===== src/rtl/irq_defs_pkg.sv =====
// Shared definitions for the interrupt controller: register offsets, field positions
// and source-count limits.
package irq_defs;

  localparam int unsigned N_SRC_MAX   = 8;
  localparam int unsigned VEC_ACT_BIT = 7;

  typedef enum logic [1:0] {
    IRQ_PEND = 2'd0,
    IRQ_MASK = 2'd1,
    IRQ_MODE = 2'd2,
    IRQ_VEC  = 2'd3
  } irq_reg_e;

  function automatic logic [N_SRC_MAX-1:0] onehot8(input logic [2:0] idx);
    return 8'(1) << idx;
  endfunction

endpackage


===== src/rtl/irq_prio_enc.sv =====
// Lowest-index-wins 8-to-3 priority encoder; bit 0 has the highest priority.
module irq_prio_enc
  import irq_defs::*;
(
  input  logic [N_SRC_MAX-1:0] req_i,
  output logic [2:0]           idx_o,
  output logic                 valid_o
);

  // Scan downwards so the lowest set index is the last one written.
  always_comb begin
    idx_o = '0;
    for (int i = N_SRC_MAX - 1; i >= 0; i--) begin
      if (req_i[i]) idx_o = 3'(i);
    end
  end

  assign valid_o = |req_i;

endmodule


===== src/rtl/irq_ctrl.sv =====
// Interrupt controller: latches edge sources, passes level sources through, masks and
// prioritises them and drives one registered interrupt line to the CPU.
module irq_ctrl
  import irq_defs::*;
#(
  parameter int unsigned N_SRC    = 8,
  parameter logic [7:0]  MODE_RST = 8'h00
) (
  input  logic             clk,
  input  logic             rst,
  input  logic [1:0]       AD,
  input  logic [7:0]       DI,
  output logic [7:0]       DO,
  input  logic             rw,
  input  logic             cs,
  input  logic [N_SRC-1:0] src,
  output logic             intr
);

  localparam logic [7:0] SrcMask = 8'((9'd1 << N_SRC) - 9'd1);

  logic [7:0] src_ext, src_q;
  logic [7:0] pend_q, pend_d;
  logic [7:0] mask_q, mask_d;
  logic [7:0] mode_q, mode_d;
  logic       intr_q, intr_d;
  logic [7:0] pend_vec, act_vec, edge_set, clr;
  logic [2:0] idx;
  logic       act;
  logic       wr_en;
  irq_reg_e   reg_sel;

  always_comb begin
    src_ext            = '0;
    src_ext[N_SRC-1:0] = src;
  end

  assign reg_sel = irq_reg_e'(AD);
  assign wr_en   = cs & ~rw;

  // Level bits read the live request; they are forced to zero while reset is held.
  assign pend_vec = ((pend_q & mode_q) | (src_ext & ~mode_q & {8{rst}})) & SrcMask;
  assign act_vec  = pend_vec & mask_q;

  irq_prio_enc u_prio_enc (
    .req_i   (act_vec),
    .idx_o   (idx),
    .valid_o (act)
  );

  always_comb begin
    mask_d = mask_q;
    mode_d = mode_q;
    clr    = '0;
    if (wr_en) begin
      unique case (reg_sel)
        IRQ_PEND: clr    = DI;
        IRQ_MASK: mask_d = DI & SrcMask;
        IRQ_MODE: mode_d = DI & SrcMask;
        IRQ_VEC:  if (act) clr = onehot8(idx);
        default:  ;
      endcase
    end
    // Edges use the pre-write mode; set beats clear; a bit leaving edge mode is dropped.
    edge_set = src_ext & ~src_q & mode_q;
    pend_d   = ((pend_q & ~clr) | edge_set) & mode_d;
    intr_d   = act;
  end

  always_ff @(posedge clk or negedge rst) begin
    if (!rst) begin
      src_q  <= '0;
      pend_q <= '0;
      mask_q <= '0;
      mode_q <= MODE_RST & SrcMask;
      intr_q <= 1'b0;
    end else begin
      src_q  <= src_ext;
      pend_q <= pend_d;
      mask_q <= mask_d;
      mode_q <= mode_d;
      intr_q <= intr_d;
    end
  end

  always_comb begin
    DO = '0;
    unique case (reg_sel)
      IRQ_PEND: DO = pend_vec;
      IRQ_MASK: DO = mask_q;
      IRQ_MODE: DO = mode_q;
      IRQ_VEC: begin
        if (act) begin
          DO[VEC_ACT_BIT] = 1'b1;
          DO[2:0]         = idx;
        end
      end
      default: DO = '0;
    endcase
  end

  assign intr = intr_q;

endmodule


===== config.mk =====
export PLATFORM = sky130hd
export DESIGN_NAME = irq_ctrl
export DESIGN_NICKNAME = d
export VERILOG_FILES = /design/src/rtl/irq_defs_pkg.sv /design/src/rtl/irq_prio_enc.sv /design/src/rtl/irq_ctrl.sv
export SDC_FILE = /design/constraint.sdc
export NUM_CORES = 1
export LEC_CHECK = 0
export CORE_MARGIN = 5
export CORE_UTILIZATION = 55
export CTS_BUF_LIST = sky130_fd_sc_hd__clkbuf_2 sky130_fd_sc_hd__clkbuf_4 sky130_fd_sc_hd__clkbuf_8
export CTS_CLUSTER_SIZE = 10
export DETAILED_ROUTE_END_ITERATION = 16
export PLACE_DENSITY = 0.84
export SETUP_SLACK_MARGIN = 0.5
export SYNTH_ARGS = -nofsm -noshare
export SYNTH_HDL_FRONTEND = slang
export SYNTH_SLANG_ARGS = --single-unit

===== constraint.sdc =====
create_clock -name clk -period 2.9 [get_ports clk]
set_input_delay 0.29 -clock clk [delete_from_list [all_inputs] [get_ports clk]]
set_output_delay 0.29 -clock clk [all_outputs]
set_load 0.01 [all_outputs]

==> impl_metrics.py <==
metrics = {
    "placed_design": {
        "detailed_place.area_um2": 2390,
        "post-dp-hpwl_um": 3560,
        "place.port_buffers": 30,
        "gp_routability_congestion": 0.878,
    },
    "worst_setup_path": {
        "critical_path_class": "in -> out",
        "slowest_stage": "clkdlybuf4s50_1",
        "worst_r2r_start": "mode_q[6]",
        "cp_data_arrival_time_ns": 2.11,
        "critical-path-max-stage-delay_ns": 0.51,
        "critPathMostFrequentCell": "clkdlybuf4s50_1",
        "worstPathRequired_ns": 2.61,
        "crit_start": "AD[0]",
        "timing.critical_path.buf_inv": 3,
        "worstSetupStartpointType": "input port",
        "endpoint_kind": "output pin",
        "worst_path_dominant_cell_family": "buffers and inverters",
        "crit_fanout": 10,
        "cells_along_the_critical_path": "clkdlybuf4s50_1 > inv_1 > ha_2 > a222oi_1 > nor2_1 > clkdlybuf4s50_1",
    },
    "global_route": {
        "grt_use_met1_pct": 27.0,
        "global_route_wire_length_before_repair_um": 8180,
        "grt_start_max_net_pins": 16,
        "grt_util_met3_pct": 5.61,
        "antenna_found_initial": 0,
        "global_route.usage.met2_pct": 32.5,
        "globalRoute.busiestLayer": "met2",
        "global_route.overflow_total": 0,
        "global_routing_usage_summed_across_all_routing_layers_pct": 20.5,
        "grt_pass1_vias": 1754,
    },
    "run_status": {
        "run_status": "finished, final reports clean",
    },
    "logic_synthesis": {
        "synth_cells": 195,
        "top_cells_by_area_in_the_synthesized_netlist": "dfrtp_1 (41%), mux2_2 (9.0%), nand2_1 (5.2%)",
        "postSynthAreaPerCell_um2": 10.3,
        "ys_types": 53,
        "mappedNetlistNets": 221,
        "synth_warnings": 0,
        "async_flop_share_pct": 100,
        "synth-edff-count": 0,
        "synth_area_um2": 2010,
        "seq_area_frac_synth_pct": 41.2,
        "synth_ff_type": "dfrtp_1",
        "synth.ff_latch_count": 33,
        "yosys.area.top_type": "dfrtp_1",
        "netlist.area_leader.share_pct": 41.2,
    },
    "drt": {
        "detail-route-antenna-nets": 0,
        "first_pass_iters": 4,
        "dr_total_vias": 1750,
        "drt_drc_violations_left": 0,
        "first_iter_violations": 130,
        "wire_per_inst_um": 17.7,
        "post_drt_via_cell_ratio": 6.10,
        "route.final.wire_length_um": 5080,
    },
    "sta": {
        "maxSlewHeadroom_pct": 70.8,
        "sum_of_negative_setup_slack_ns": 0,
        "final_period_minus_worst_setup_slack_ns": 2.40,
        "report.final.slew_viol_count": 0,
        "layout_worst_path_cycle_share_pct": 82.6,
        "hold_violations": 0,
        "max_freq_mhz": 417,
        "worst-slew-pin-transition_ns": 0.436,
        "grt_setup_unrepaired": "yes",
        "hold-worst-slack_ns": 0.115,
        "timing.clock.skew_ns": 0.00602,
        "setup_viol_count_final": 0,
    },
    "cts": {
        "number_of_clock_buffers_inserted_by_tritoncts": 5,
        "numClockSinks": 33,
        "htree_levels": 2,
        "worst_skew_pair.late_latency_ns": 0.28,
        "clock-root-buffer": "clkbuf_8",
        "clkTransAtPathRegs_ns": 0.07,
        "clk_path_buf_depth": 2,
        "cts_tree": "done",
    },
    "die": {
        "die-area_um2": 4950,
        "fp.coreArea_um2": 3610,
        "chipWidth_um": 70.4,
        "std_cell_rows": 22,
        "fp.dieH_um": 70.4,
        "pin_count": 31,
        "start_util_pct": 55.6,
    },
    "power": {
        "p_leak_uw": 0.00106,
        "vdd_drop_max_v": 0.000364,
        "power_density_nw_per_um2": 551,
        "power_uw": 1410,
    },
    "cells_and_area": {
        "area_delta_synth_final_pct": 27.5,
        "post-route-cell-area_um2": 2560,
        "final_util_pct": 70.9,
        "layout.nets": 264,
        "final_cell_mix": "nand2_1 (28), dfrtp_1 (28), clkdlybuf4s50_1 (23), mux2_2 (16), buf_4 (11)",
        "antenna-diode-count": 0,
        "layout_cells_sized_above_1_pct": 27.2,
    },
    "flow_run": {
        "maxCapViolations": 0,
    },
    "min_path": {
        "hold_class": "in -> async",
    },
}
## stage by stage
| step | setup WS (ns) | cells |
|---|---|---|
| finish | 0.504 | 287 |
| global route | 0.385 | 287 |
| CTS | 0.406 | 285 |
| detailed placement | 0.174 | 275 |
| global placement | 0.200 | 275 |
| floorplan | 1.15 | 195 |
## final cells by class
| class | count | area, um^2 |
|---|---|---|
| inverters | 4 | 15.0 |
| fillers | 283 | 1050 |
| multi-input cells | 152 | 1180 |
| repair buffers | 42 | 385 |
| flip-flops and latches | 33 | 832 |
| clock buffers | 6 | 76.3 |
| well taps | 48 | 60.1 |
| clock inverters | 2 | 10.0 |
## power by group
group	switching, uW	internal [uW]
clock	168	176
combinational	200	231
sequential	91.8	542
## flip-flops by register name, summed over array words and instances (netlist names)
signal	flops
mode_q	8
mask_q	8
intr	1
src_q	8
pend_q	8
## what timing repair did
action,CTS,global route
pin swaps,1,3
gates cloned,0,0
resized for setup,12,13
hold buffers,1,0
setup buffers,1,2
hold endpoints to repair,5,0
endpoints found under the setup margin,8,5
## layer usage
metal	share of wire [%]	vias to the layer above
met4	1.2	0
li1	-	836
met3	6.1	7
met2	49	55
met5	0	-
met1	44	852
## cell families (layout without fill, tap and decap cells)
group           count (synthesis)  after routing  synth area share, %
compound gates                 62             62                 25.0
fa+ha+maj                       4              4                 2.50
buf+inv                        10             54                 2.43
flops                          33             33                 41.2
mux                            16             16                 8.98
simple gates                   70             70                 19.9
## synthesized netlist by cell type, drive strengths merged, types with 2 or more instances
cell	instances
or2	3
nor2	8
and2	2
o221ai	3
nor4b	2
inv	4
and3b	2
o2bb2ai	2
mux2	16
ha	4
dfrtp	33
buf	4
nor2b	5
a31oi	7
nand2b	2
o31ai	2
a222oi	2
nand3	5
clkbuf	2
and4b	3
nand2	29
nand3b	3
a221oi	5
a21boi	8
o21ai	7
a221o	2
a21bo	3
a21oi	5
a22oi	8
## final timing paths
kind | to | slack [ns] | cells after the start
setup / recovery | DO[4] | 0.50 | 6
hold / removal | pend_q[0] | 0.12 | 2
max in group asynchronous | intr | 2.07 | 2
hold reg to reg | pend_q[0] | 0.52 | 2
setup reg to reg | pend_q[6] | 1.27 | 5
min in group clk | src_q[7] | 0.20 | 1
Power figures use the tool's default switching activity.
